### config.mk
export PLATFORM = sky130hd
export DESIGN_NAME = uart_rx_os
export DESIGN_NICKNAME = d
export VERILOG_FILES = /design/src/rtl/uart_rx_os.sv
export SDC_FILE = /design/constraint.sdc
export NUM_CORES = 1
export LEC_CHECK = 0
export BUFFER_PORTS_ARGS = -buffer_cell sky130_fd_sc_hd__buf_2
export CELL_PAD_IN_SITES_DETAIL_PLACEMENT = 0
export CELL_PAD_IN_SITES_GLOBAL_PLACEMENT = 2
export CORE_AREA = 2 2 78 80
export DETAILED_ROUTE_END_ITERATION = 12
export DIE_AREA = 0 0 80 82
export PLACE_DENSITY = 0.83
export SLEW_MARGIN = 20
export SYNTH_ARGS = -nofsm -noshare
export SYNTH_HDL_FRONTEND = slang
export SYNTH_SLANG_ARGS = --single-unit
export TNS_END_PERCENT = 30
### constraint.sdc
create_clock -name clk -period 2.2 [get_ports clk]
set_input_delay 0.11 -clock clk [delete_from_list [all_inputs] [get_ports clk]]
set_output_delay 0.11 -clock clk [all_outputs]
set_load 0.03 [all_outputs]
### src/rtl/uart_rx_os.sv
// Oversampling UART receiver: 2-flop synchronizer, N x tick generator, 3-sample majority vote,
// optional parity, 1 or 2 stop bits, with parity/framing/break flags qualifying each ready pulse.
module uart_rx_os #(
    parameter int unsigned CLK_FREQ      = 50000000,
    parameter int unsigned BAUDRATE      = 9600,
    parameter int unsigned OVERSAMPLE    = 16,
    parameter int unsigned DATA_WIDTH    = 8,
    parameter int unsigned PARITY        = 0,
    parameter int unsigned STOP_BIT_SIZE = 1
) (
    input  logic                  clk,
    input  logic                  reset,
    input  logic                  line,
    output logic [DATA_WIDTH-1:0] receive_data,
    output logic                  ready,
    output logic                  parity_err,
    output logic                  frame_err,
    output logic                  break_det,
    output logic                  busy
);
    localparam int unsigned DIV   = CLK_FREQ / (BAUDRATE * OVERSAMPLE);
    localparam int unsigned M     = OVERSAMPLE / 2;
    localparam int unsigned DIV_W = (DIV > 1) ? $clog2(DIV) : 1;
    localparam int unsigned S_W   = $clog2(OVERSAMPLE);
    localparam int unsigned B_W   = $clog2(DATA_WIDTH);

    typedef enum logic [2:0] {
        S_IDLE,
        S_START,
        S_DATA,
        S_PAR,
        S_STOP,
        S_WAIT
    } state_t;

    state_t                state;
    logic                  sync1;
    logic                  rx;
    logic                  rx_prev;
    logic [DIV_W-1:0]      tick_cnt;
    logic [S_W-1:0]        s;
    logic                  v0;
    logic                  v1;
    logic [DATA_WIDTH-1:0] shift;
    logic [B_W-1:0]        bit_cnt;
    logic                  stop_cnt;
    logic                  perr;
    logic                  ferr;
    logic                  tail_zero;

    logic tick;
    logic wrap;
    logic decide;
    logic fall;
    logic start;
    logic maj;
    logic exp_par;
    logic fe_now;
    logic last_stop;

    assign fall      = rx_prev & ~rx;
    assign start     = (state == S_IDLE) && fall;
    assign tick      = (tick_cnt == DIV_W'(DIV - 1));
    assign wrap      = tick && (s == S_W'(OVERSAMPLE - 1));
    assign decide    = tick && (s == S_W'(M + 1));
    assign maj       = (v0 & v1) | (v0 & rx) | (v1 & rx);
    assign exp_par   = (PARITY == 1) ? ^shift : ~^shift;
    assign fe_now    = ferr | ~maj;
    assign last_stop = (stop_cnt == 1'(STOP_BIT_SIZE - 1));

    // Synchronizer and edge flops idle high so reset release never looks like a start edge.
    always_ff @(posedge clk) begin
        if (reset) begin
            sync1   <= 1'b1;
            rx      <= 1'b1;
            rx_prev <= 1'b1;
        end else begin
            sync1   <= line;
            rx      <= sync1;
            rx_prev <= rx;
        end
    end

    // Tick divider and sample counter, both realigned to the detected start edge.
    always_ff @(posedge clk) begin
        if (reset || start) begin
            tick_cnt <= '0;
            s        <= '0;
        end else if (tick) begin
            tick_cnt <= '0;
            s        <= wrap ? '0 : s + 1'b1;
        end else begin
            tick_cnt <= tick_cnt + 1'b1;
        end
    end

    // Frame FSM; each bit is decided on the third vote tick, and the frame completes
    // at the last stop decision so the next start edge can be caught immediately.
    always_ff @(posedge clk) begin
        if (reset) begin
            state        <= S_IDLE;
            receive_data <= '0;
            ready        <= 1'b0;
            parity_err   <= 1'b0;
            frame_err    <= 1'b0;
            break_det    <= 1'b0;
            busy         <= 1'b0;
            v0           <= 1'b1;
            v1           <= 1'b1;
            shift        <= '0;
            bit_cnt      <= '0;
            stop_cnt     <= 1'b0;
            perr         <= 1'b0;
            ferr         <= 1'b0;
            tail_zero    <= 1'b0;
        end else begin
            ready      <= 1'b0;
            parity_err <= 1'b0;
            frame_err  <= 1'b0;
            break_det  <= 1'b0;

            if (tick && (s == S_W'(M - 1))) v0 <= rx;
            if (tick && (s == S_W'(M)))     v1 <= rx;

            case (state)
                S_IDLE: begin
                    if (fall) begin
                        state     <= S_START;
                        busy      <= 1'b1;
                        bit_cnt   <= '0;
                        stop_cnt  <= 1'b0;
                        perr      <= 1'b0;
                        ferr      <= 1'b0;
                        tail_zero <= 1'b1;
                    end
                end
                S_START: begin
                    if (decide && maj) begin
                        state <= S_IDLE;
                        busy  <= 1'b0;
                    end else if (wrap) begin
                        state <= S_DATA;
                    end
                end
                S_DATA: begin
                    if (decide) begin
                        shift   <= {maj, shift[DATA_WIDTH-1:1]};
                        bit_cnt <= bit_cnt + 1'b1;
                        if (bit_cnt == B_W'(DATA_WIDTH - 1)) begin
                            state <= (PARITY != 0) ? S_PAR : S_STOP;
                        end
                    end
                end
                S_PAR: begin
                    if (decide) begin
                        perr      <= (maj != exp_par);
                        tail_zero <= tail_zero & ~maj;
                        state     <= S_STOP;
                    end
                end
                S_STOP: begin
                    if (decide) begin
                        if (last_stop) begin
                            receive_data <= shift;
                            ready        <= 1'b1;
                            parity_err   <= (PARITY != 0) && perr;
                            frame_err    <= fe_now;
                            break_det    <= (shift == '0) && tail_zero && !maj;
                            state        <= fe_now ? S_WAIT : S_IDLE;
                            busy         <= fe_now;
                        end else begin
                            ferr      <= fe_now;
                            tail_zero <= tail_zero & ~maj;
                            stop_cnt  <= 1'b1;
                        end
                    end
                end
                S_WAIT: begin
                    if (rx) begin
                        state <= S_IDLE;
                        busy  <= 1'b0;
                    end
                end
                default: begin
                    state <= S_IDLE;
                    busy  <= 1'b0;
                end
            endcase
        end
    end
endmodule

# Word level (Yosys, flattened, before mapping)
# Cells that the tools add are included.
[classes]
add_sub_neg = 3
n_eq_ne = 21
mux = 33
bitwise_logic = 14
reduce_logical = 27
[ops]
columns = ["operator", "count"]
rows = [
  ["$mux W3", 12],
  ["$ne A2 B2 Y1 const B", 9],
  ["$pmux W3 S6", 1],
  ["$mux W1", 14],
  ["$eq A4 B4 Y1 const B", 3],
  ["$add A9 B1 Y9 const B", 1],
  ["$eq A3 B3 Y1 const B", 3],
  ["$eq A9 B9 Y1 const B", 1],
  ["$reduce_and A3 Y1", 3],
  ["$logic_and A1 B1 Y1", 8],
  ["$logic_not A8 Y1", 1],
  ["$reduce_and A8 Y1", 1],
  ["$eq A3 B2 Y1 const B", 2],
  ["$not A1 Y1", 6],
  ["$pmux W3 S2", 1],
  ["$reduce_and A6 Y1", 1],
  ["$and A1 B1 Y1", 5],
  ["$pmux W1 S5", 1],
  ["$reduce_and A5 Y1", 1],
  ["$add A4 B1 Y4 const B", 1],
  ["$eq A4 B3 Y1 const B", 1],
  ["$mux W4", 1],
  ["$pmux W1 S2", 2],
  ["$reduce_and A4 Y1", 1],
  ["other kinds (14)", 18],
]
[totals]
register_bits = 47
inputBits = 3
output_inout_bits = 13
word_cells = 116

# Longest topological paths before layout
# Gate-level depths: netlist (run 1).
[logic_depth]
depth_word = 9
depth_mapped = 8
mapped_depth_nobuf = 7

# Worst setup path before layout (run 1)
# OpenSTA, ideal clock, no wires.
[synth_timing]
path_type = "register -> register"
start = "register tick_cnt[3]"
end = "register s[3]"
setup_time_ns = 0.070
arrival_ns = 1.648
slack_ns = 0.482
stages_incl_launch_ff = 6
n_path_buf = 0
synth_period_minus_slack_ns = 1.718
path_cell_list = "dfxtp_1 or4b_4 nor2_4 nand2_2 or4_1 a21oi_1"
[synth_between]
elab_chain_len = 3
[synth_lines]
columns = ["element", "line_no", "text"]
rows = [
  ["start, declared", "40", "logic [DIV_W-1:0] tick_cnt;"],
  ["start signal, assigned", "93", "tick_cnt <= tick_cnt + 1'b1;"],
  ["$eq A9 B9 Y1 (*)", "63", "assign tick = (tick_cnt == DIV_W'(DIV - 1));"],
  ["$logic_and A1 B1 Y1", "64", "assign wrap = tick && (s == S_W'(OVERSAMPLE - 1));"],
  ["$mux W4", "91", "s <= wrap ? '0 : s + 1'b1;"],
  ["end signal, assigned", "91", ""],
  ["end, declared", "41", "logic [S_W-1:0] s;"],
]
# Mark *: on every way between the ends. The rest lies on a longest branch, timed or not.
# A chain may end at the register's enable or synchronous reset.

# Worst setup path in the final report (run 1)
[layout_timing]
start = "register tick_cnt[3]"
end = "register bit_cnt[0]"
[layout_between]
elab_chain_len = 4
[layout_lines]
columns = ["element", "line_no", "text"]
rows = [
  ["$eq A9 B9 Y1", "63", ""],
  ["$logic_and A1 B1 Y1", "65", "assign decide = tick && (s == S_W'(M + 1));"],
  ["$ne A2 B2 Y1 (no line)", "-", ""],
  ["$reduce_and A3 Y1 (no line)", "-", ""],
  ["end signal, assigned", "148", "bit_cnt <= bit_cnt + 1'b1;"],
  ["end, declared", "45", "logic [B_W-1:0] bit_cnt;"],
]
# Every way passes these cells.

==> metrics.csv, run 1 <==
stage;metric;value;unit
logic_synthesis;post-synthesis sequential area ratio;0.458;
clock_network;Clock transition at path regs;0.09;ns
timing;max-slew violations;0;
power;P_leak;0.936;nW
setup_path;nature of the critical path endpoint;flop;
route;DRT Pass-1 Iters;4;
clock_network;# clock sinks;46;
placement;Final GP Congestion;0.775;
die;Initial Util;0.350;
timing;Fin Setup TNS;0;ns
layout;fin cells;311;
layout;Final #Nets;245;
grt;first-pass GRT wire length;6460;um
setup_path;Worst Path Arrival;2.18;ns
logic_synthesis;area leader, netlist;dfxtp_1;
logic_synthesis;asr flop ratio synth;0;
logic_synthesis;Yosys cell types;44;
power;Max rail drop VDD;379;uV
clock_network;CTS Buffer Depth;2;
timing;clock skew;0.00836;ns
placement;# placed instances;303;
clock_network;worst-skew pair later-pin latency;0.30;ns
route;vias post-DR;1509;
placement;I/O Buffers;14;
grt;All-Layer GR Usage;0.124;
layout;fraction of layout instances using a drive strength above 1;0.153;
die;die area;6560;um2
power;Cell Pwr Density;636;nW/um2
timing;unrepaired setup endpoints after global routing;false;
clock_network;CTS tree;done;
logic_synthesis;Synth Net Count;230;
setup_path;worst reg2reg path depth;6;
route;Iter 0 DRT Violations;60;
route;DRT Wirelength;3790;um
route;vias per inst;4.85;
timing;Final setup violation count;0;
route;Final ANT Viol Nets;0;
grt;total gr overflow;0;
setup_path;worst r2r src;tick_cnt[3];
clock_network;H-tree levels;2;
timing;Fin. Hold Viols;0;
grt;antenna violations before repair;0;
layout;register area;921;um2
layout;Fillers;603;
hold_path;WHS Path Cells;2;
setup_path;R2R setup slack;0.26;ns
hold_path;Hold Path Sink;sync1;
die;io pins;16;
layout;Multi-input gate area;1010;um2
grt;pin count of the biggest net entering global routing;31;
logic_synthesis;synthesized flop and latch total;46;
outcome;status;finished clean;
logic_synthesis;Post-synth EDFFs;0;
layout;Area Growth Syn to Fin;12.0;%
setup_path;critical path class;flop to flop;
logic_synthesis;Synth Flop Type;dfxtp_1;
setup_path;Critical Path Fanout Max;13;
logic_synthesis;instance count of the mapped netlist;220;
setup_path;Startpoint Class;flop;
clock_network;Post-CTS Setup Inserts;0;
logic_synthesis;YS warnings;0;
clock_network;cts hold-fix bufs;0;
setup_path;R2R Path End;bit_cnt[0];
grt;vias in the first global route;1422;
timing;post-route minimum period;1.94;ns
clock_network;CTS root buffer;clkbuf_8;
layout;end-of-flow core utilization;0.392;
placement;DP HPWL;2670;um
clock_network;CTS resizes;0;
flow_run;max-cap viol count;0;
timing;Rel. slew slack;0.638;
layout;Diodes inserted;0;
route;routed len/inst;12.2;um
timing;Max Freq;514;MHz
die;DIE WIDTH;80;um
die;Cell Rows;28;
hold_path;Hold Crit Class;primary input to flop;
power;Final Power;0.00143;W
logic_synthesis;synthesized area;2010;um2
clock_network;TritonCTS Buffers;5;
die;Die Y;82;um
route;DRC;0;
die;Core Footprint;5750;um2
setup_path;required time of the critical path;2.43;ns
logic_synthesis;post-synth top area share;0.458;
timing;fin crit share;0.884;
timing;Worst-Margin Slew;0.543;ns
hold_path;hold_sp;line;
logic_synthesis;synth top area cells;dfxtp_1 46%, mux2i_1 8.5%, nor2_1 7.3%;
logic_synthesis;Syn Area/Cell;9.14;um2
layout make-up:
class	instances	share of cell area
Clock buffer	5	0.0306
Clock inverter	3	0.0111
Inverter	8	0.0133
Multi-Input combinational cell	156	0.450
Sequential cell	46	0.409
Tap cell	75	0.0417
Timing Repair Buffer	18	0.0444
registers in the layout, indices dropped and copies added, names as in the netlist, 3 cells and up:
signal	flops
tick_cnt	9
receive_data	8
shift	8
s	4
bit_cnt	3
state	3
synth_stat cells, types with 4 or more instances:
cell,number
nor3_1,4
nand2_1,16
xnor2_1,4
o21ai_0,4
and3_1,4
ha_1,7
a21oi_1,11
xor2_1,4
mux2i_1,17
nand2b_1,4
dfxtp_1,46
nor2_1,39
clkbuf_1,7
nand4b_1,4
nand3_1,7
inv_1,8
layout by cell type (no fill, tap or decap), types with 2 or more instances in the layout:
| cell type | netlist | layout |
|---|---|---|
| o21ai_0 | 4 | 4 |
| dfxtp_1 | 46 | 46 |
| nor2_1 | 39 | 39 |
| buf_4 | 2 | 4 |
| nand3b_1 | 2 | 2 |
| nand3_1 | 7 | 7 |
| inv_1 | 8 | 8 |
| xor2_1 | 4 | 4 |
| xnor2_1 | 4 | 4 |
| ha_1 | 7 | 7 |
| nand2b_1 | 4 | 4 |
| clkbuf_8 | 0 | 5 |
| mux2i_1 | 17 | 17 |
| or4_1 | 2 | 2 |
| and3_1 | 4 | 4 |
| nand2_1 | 16 | 16 |
| or2_2 | 3 | 3 |
| nor3_1 | 4 | 4 |
| buf_2 | 1 | 14 |
| a32oi_1 | 2 | 2 |
| nand4b_1 | 4 | 4 |
| a21oi_1 | 11 | 11 |
stage by stage:
stage	cell area, um2	hold WS (ns)	setup WS [ns]
floorplan	2010	0.214	0.482
global placement	2160	0.325	0.321
detailed placement	2160	0.325	0.275
CTS	2250	0.0109	0.241
global route	2250	0.0135	0.0688
finish	2250	0.0196	0.255
critical path, stage by stage (launching register included):
cell and delay, ns:
dfxtp_1 0.38, nor4b_2 0.38, nand3_1 0.25, nor3_2 0.20, buf_4 0.24, mux2_2 0.35, nor2_1 0.08
how the worst max path moves through the flow:
stage                            from               to  slack (ns)  cells past startpoint
after floorplan           tick_cnt[3]             s[3]        0.48                      5
after detailed placement  tick_cnt[3]       bit_cnt[0]        0.28                      6
after global placement    tick_cnt[0]  receive_data[2]        0.32                      8
final                     tick_cnt[3]       bit_cnt[0]        0.26                      6
after CTS                 tick_cnt[3]       bit_cnt[0]        0.24                      6
after global routing      tick_cnt[2]       bit_cnt[0]        0.07                      6
where the power goes:
part,switching [W],total [W],internal (W)
sequential,0.00000711,0.000848,0.000841
combinational,0.0000329,0.0000497,0.0000168
clock,0.000305,0.000535,0.000230
layer usage:
layer  track usage  part of all wire  vias to the layer above
met3        0.0297             0.021                        5
li1              -                 -                      778
met5             0                 0                        -
met2         0.198              0.45                       16
met1         0.160              0.52                      710
met4        0.0525             0.012                        0
kinds of logic after synthesis:
group                      share of synthesized area
AOI/OAI and AO/OA                             0.0778
other                                        0.00187
muxes                                         0.0902
xor gates and xnor gates                      0.0348
DFF                                            0.458
buffers and inverters                         0.0380
and+or+nand+nor                                0.251
adders and majority gates                     0.0485
No activity file was read; power rests on OpenSTA's default activity.
==> inputs of run 2 (changes only) <==
--- a/config.mk
+++ b/config.mk
@@ -12,6 +12,7 @@
 export DETAILED_ROUTE_END_ITERATION = 12
 export DIE_AREA = 0 0 80 82
 export PLACE_DENSITY = 0.83
+export RECOVER_POWER = 25
 export SLEW_MARGIN = 20
 export SYNTH_ARGS = -nofsm -noshare
 export SYNTH_HDL_FRONTEND = slang
==> run 2 against run 1 <==
  * First-iteration DRC count did not move
  * Critical endpoint unchanged
  * Clock power barely moved
  * Sequential share of layout area rose by 0.27 points
  * Design area fell by 0.67%
  * Fmax fell by 0.55%
==> metrics.csv, run 2 (synthesis results as in run 1) <==
stage;metric;value;unit
outcome;status;finished clean;
power;Cell Pwr Density;640;nW/um2
grt;first-pass GRT wire length;6460;um
die;Cell Rows;28;
setup_path;Startpoint Class;flop;
timing;final worst slack;0.244;ns
timing;Worst-Margin Slew;1.30;ns
die;io pins;16;
timing;Max Freq;511;MHz
layout;Multi-input gate area;1010;um2
die;DIE WIDTH;80;um
timing;Rel. slew slack;0.131;
clock_network;CTS Buffer Depth;2;
placement;DP HPWL;2670;um
clock_network;TritonCTS Buffers;5;
clock_network;CTS root buffer;clkbuf_8;
grt;vias in the first global route;1422;
hold_path;Hold Path Sink;sync1;
clock_network;# clock sinks;46;
layout;biggest regs;tick_cnt (9), receive_data (8), shift (8);
setup_path;CP max stage delay;0.38;ns
grt;pin count of the biggest net entering global routing;31;
setup_path;worst r2r src;tick_cnt[3];
grt;All-Layer GR Usage;0.124;
placement;dpl ws;0.275;ns
route;DRT Pass-1 Iters;4;
hold_path;Hold Crit Class;primary input to flop;
timing;fin crit share;0.889;
route;DRT Wirelength;3790;um
setup_path;crit path cell chain;nor4b_2 -> nand3_1 -> nor3_2 -> buf_4 -> mux2_2 -> nor2_1;
timing;clock skew;0.00861;ns
route;top layer in use;met4;
layout;Largest Register;tick_cnt;
layout;Fillers;608;
timing;Fin. Hold Viols;0;
clock_network;H-tree levels;2;
die;Initial Util;0.350;
setup_path;worst reg2reg path depth;6;
layout;register area;921;um2
setup_path;crit path max-delay cell type;dfxtp_1;
setup_path;R2R Path End;bit_cnt[0];
timing;Final setup violation count;0;
setup_path;critical path class;flop to flop;
die;die area;6560;um2
grt;total gr overflow;0;
route;Iter 0 DRT Violations;60;
placement;Final GP Congestion;0.775;
route;vias per inst;4.86;
placement;I/O Buffers;14;
route;DRC;0;
route;vias post-DR;1511;
route;met3 wire length;86;um
timing;max-slew violations;0;
timing;Fin Setup TNS;0;ns
clock_network;Post-CTS Setup Inserts;0;
hold_path;hold_sp;line;
grt;antenna violations before repair;0;
power;Max rail drop VDD;380;uV
clock_network;worst-skew pair later-pin latency;0.30;ns
layout;Diodes inserted;0;
route;wl on met1;1970;um
clock_network;Clock transition at path regs;0.09;ns
power;P_leak;0.885;nW
layout;fraction of layout instances using a drive strength above 1;0.102;
setup_path;CP top delay family;simple AND/OR/NAND/NOR gates;
timing;unrepaired setup endpoints after global routing;false;
setup_path;Buf+Inv Stages, Crit Path;1;
route;Final ANT Viol Nets;0;
setup_path;Critical Path Fanout Max;13;
setup_path;Worst Path Arrival;2.18;ns
hold_path;WHS Path Cells;2;
clock_network;CTS resizes;0;
timing;post-route minimum period;1.96;ns
layout;Area Growth Syn to Fin;11.3;%
flow_run;max-cap viol count;0;
layout;max FFs per register;9;
route;met2 wire length;1690;um
setup_path;R2R setup slack;0.24;ns
route;routed len/inst;12.2;um
layout;commonest non-fill, non-tap cells in the layout;46 x dfxtp_1, 39 x nor2_1, 17 x mux2i_1;
layout;Final #Nets;245;
die;Core Footprint;5750;um2
clock_network;CTS tree;done;
setup_path;nature of the critical path endpoint;flop;
layout;commonest non-fill, non-tap cell in the layout;dfxtp_1;
setup_path;required time of the critical path;2.42;ns
die;Die Y;82;um
clock_network;cts hold-fix bufs;0;
[run 2: changes by cell type in the layout (fill, tap and decap cells not counted), sizes merged]
| cell | delta |
|---|---|
| clkbuf | +12 |
| buf | -12 |
[run 2: power by group]
group	total (W)	switching, W	internal (W)
sequential	0.000848	0.00000712	0.000841
combinational	0.0000494	0.0000329	0.0000165
clock	0.000535	0.000305	0.000230
total	0.00143	0.000345	0.00109
[run 2: worst register-to-register path, cell delays in order, from the launching register on]
cell	delay, ns
dfxtp_1	0.38
nor4b_2	0.38
nand3_1	0.25
nor3_2	0.20
buf_4	0.24
mux2_2	0.36
nor2_1	0.08
[run 2: area by class of cell]
cell class | instances | area share
multi-input combinational | 156 | 0.453
inverter | 8 | 0.0134
timing repair buffer | 18 | 0.0380
clock buffer | 5 | 0.0308
tap | 75 | 0.0419
clock inverter | 3 | 0.0112
sequential | 46 | 0.412
[run 2: per-layer routing]
layer,global-route usage,up-vias
met5,0,-
met4,0.0525,0
met3,0.0297,5
met2,0.198,16
met1,0.160,711
li1,-,779
[run 2: worst max-delay path by stage]
stage	from	to	slack [ns]	depth (start not counted)
after floorplan	tick_cnt[3]	s[3]	0.48	5
after detailed placement	tick_cnt[3]	bit_cnt[0]	0.28	6
after CTS	tick_cnt[3]	bit_cnt[0]	0.24	6
after global routing	tick_cnt[2]	bit_cnt[0]	0.06	6
after global placement	tick_cnt[0]	receive_data[2]	0.32	8
final	tick_cnt[3]	bit_cnt[0]	0.24	6
[run 2: per-stage QoR]
stage          power (W)  instances   util  hold slack, ns  instance area, um2
6_report         0.00143        311  0.389          0.0210                2240
4_1_cts          0.00145        311  0.392          0.0109                2250
5_1_grt          0.00149        311  0.389          0.0135                2240
2_1_floorplan   0.000907        220      -           0.214                2010
3_5_place_dp    0.000917        303  0.376           0.325                2160
3_3_place_gp    0.000918        303  0.376           0.325                2160
==> inputs of run 3 (changes only) <==
--- a/config.mk
+++ b/config.mk
@@ -11,6 +11,7 @@
 export CORE_AREA = 2 2 78 80
 export DETAILED_ROUTE_END_ITERATION = 12
 export DIE_AREA = 0 0 80 82
+export HOLD_SLACK_MARGIN = 0.12
 export PLACE_DENSITY = 0.83
 export RECOVER_POWER = 25
 export SLEW_MARGIN = 20
==> constraint.sdc (replaced) <==
create_clock -name clk -period 2.2 [get_ports clk]
set_input_delay 0.44 -clock clk [delete_from_list [all_inputs] [get_ports clk]]
set_output_delay 0.44 -clock clk [all_outputs]
set_load 0.03 [all_outputs]
==> run 3 against run 2 <==
  * Sequential cell count stayed put
  * Hold slack better by 0.32 ns
  * Design area is 0.45% higher
  * Core utilization is 0.17 points higher
  * Fmax is 0.89% higher
  * Via count is 2.3% lower
  * Count of clock-buffer cells in the layout stayed put
  * Wire length is 1.6% lower
  * Highest routed layer unchanged
  * Die area stayed put
==> metrics.csv, run 3 (synthesis results as in run 1) <==
stage;metric;value;unit
timing;Max Freq;516;MHz
clock_network;Post-CTS Setup Inserts;0;
timing;Rel. slew slack;0.191;
clock_network;CTS Buffer Depth;2;
die;Cell Rows;28;
grt;pin count of the biggest net entering global routing;30;
timing;Final setup violation count;0;
placement;I/O Buffers;14;
timing;clock skew;0.0117;ns
placement;DP Area;2170;um2
power;Cell Pwr Density;633;nW/um2
timing;Worst-Margin Slew;1.21;ns
setup_path;nature of the critical path endpoint;flop;
die;Die Y;82;um
setup_path;required time of the critical path;2.35;ns
layout;Diodes inserted;0;
die;io pins;16;
setup_path;Critical Path Fanout Max;7;
layout;commonest non-fill, non-tap cells in the layout;46 x dfxtp_1, 39 x nor2_1, 17 x mux2i_1;
clock_network;H-tree levels;2;
timing;unrepaired setup endpoints after global routing;false;
layout;biggest regs;tick_cnt (9), receive_data (8), shift (8);
route;DRT Pass-1 Iters;4;
clock_network;CTS resizes;0;
layout;commonest non-fill, non-tap cell in the layout;dfxtp_1;
layout;fraction of layout instances using a drive strength above 1;0.105;
setup_path;Startpoint Class;flop;
layout;Fillers;588;
placement;DP HPWL;2700;um
placement;Final GP Congestion;0.761;
layout;Area Growth Syn to Fin;11.8;%
timing;Fin. Hold Viols;0;
route;routed len/inst;11.9;um
layout;Largest Register;tick_cnt;
timing;Hold Slack;0.343;ns
layout;max FFs per register;9;
die;die area;6560;um2
grt;vias in the first global route;1375;
setup_path;worst reg2reg path depth;8;
clock_network;CTS root buffer;clkbuf_8;
timing;post-route minimum period;1.94;ns
outcome;status;finished clean;
route;DRT Wirelength;3730;um
layout;Final Instance Area;2250;um2
clock_network;# clock sinks;46;
clock_network;worst-skew pair later-pin latency;0.30;ns
grt;first-pass GRT wire length;6420;um
clock_network;Clock transition at path regs;0.09;ns
timing;Fin Setup TNS;0;ns
hold_path;Hold Crit Class;primary input to flop;
grt;antenna violations before repair;0;
timing;fin crit share;0.881;
route;vias per inst;4.72;
power;P_leak;0.887;nW
route;vias post-DR;1477;
die;DIE WIDTH;80;um
grt;All-Layer GR Usage;0.125;
die;Initial Util;0.350;
layout;Final #Nets;247;
clock_network;TritonCTS Buffers;5;
setup_path;Worst Path Arrival;2.09;ns
hold_path;WHS Path Cells;2;
route;Iter 0 DRT Violations;86;
grt;total gr overflow;0;
power;Max rail drop VDD;301;uV
clock_network;cts hold-fix bufs;0;
setup_path;critical path class;flop to flop;
clock_network;CTS tree;done;
route;DRC;0;
die;Core Footprint;5750;um2
timing;max-slew violations;0;
route;Final ANT Viol Nets;0;
flow_run;max-cap viol count;0;
## run 3: cell types whose count changed in the layout (fill, tap and decap cells not counted)
cell        change
buf_4           +1
clkbuf_1        +1
clkinv_4        -1
clkinvlp_4      +1
## run 3: per-stage QoR
stage	setup slack [ns]	instances	total power, W	util
global route	0.0702	313	0.00149	0.391
detailed placement	0.293	305	0.000921	0.378
global placement	0.325	305	0.000921	0.378
floorplan	0.482	220	0.000907	-
finish	0.262	313	0.00142	0.391
CTS	0.264	313	0.00145	0.394
## run 3: worst paths after layout
kind,from,end,slack [ns]
setup reg to reg,s[1],receive_data[2],0.26
hold reg to reg,sync1,rx,0.41
hold / removal,line,sync1,0.34
setup / recovery,s[1],receive_data[2],0.26
## run 3: power breakdown
group,switching (W),internal [W],total (W)
combinational,0.0000330,0.0000183,0.0000513
sequential,0.00000720,0.000840,0.000848
clock,0.000295,0.000227,0.000523
## run 3: cell type report
| type | count | area, um2 | area share |
|---|---|---|---|
| inverters | 8 | 30.0 | 0.0134 |
| well taps | 75 | 93.8 | 0.0418 |
| repair buffers | 20 | 96.3 | 0.0429 |
| multi-input cells | 156 | 1010 | 0.451 |
| flip-flops and latches | 46 | 921 | 0.410 |
| clock inverters | 3 | 23.8 | 0.0106 |
| clock buffers | 5 | 68.8 | 0.0306 |
## run 3: layer usage
layer / GRT usage / share of wire / up-vias
li1: - / - / 783
met1: 0.175 / 0.52 / 672
met2: 0.184 / 0.43 / 16
met3: 0.0308 / 0.023 / 6
met4: 0.0508 / 0.019 / 0
met5: 0 / 0 / -
## run 3: critical path, stage by stage (launching register included)
cell	delay, ns
dfxtp_1	0.37
inv_1	0.09
ha_1	0.17
and3b_1	0.20
and3_1	0.23
nand3_1	0.26
buf_4	0.24
mux2i_1	0.20
nor2_1	0.05
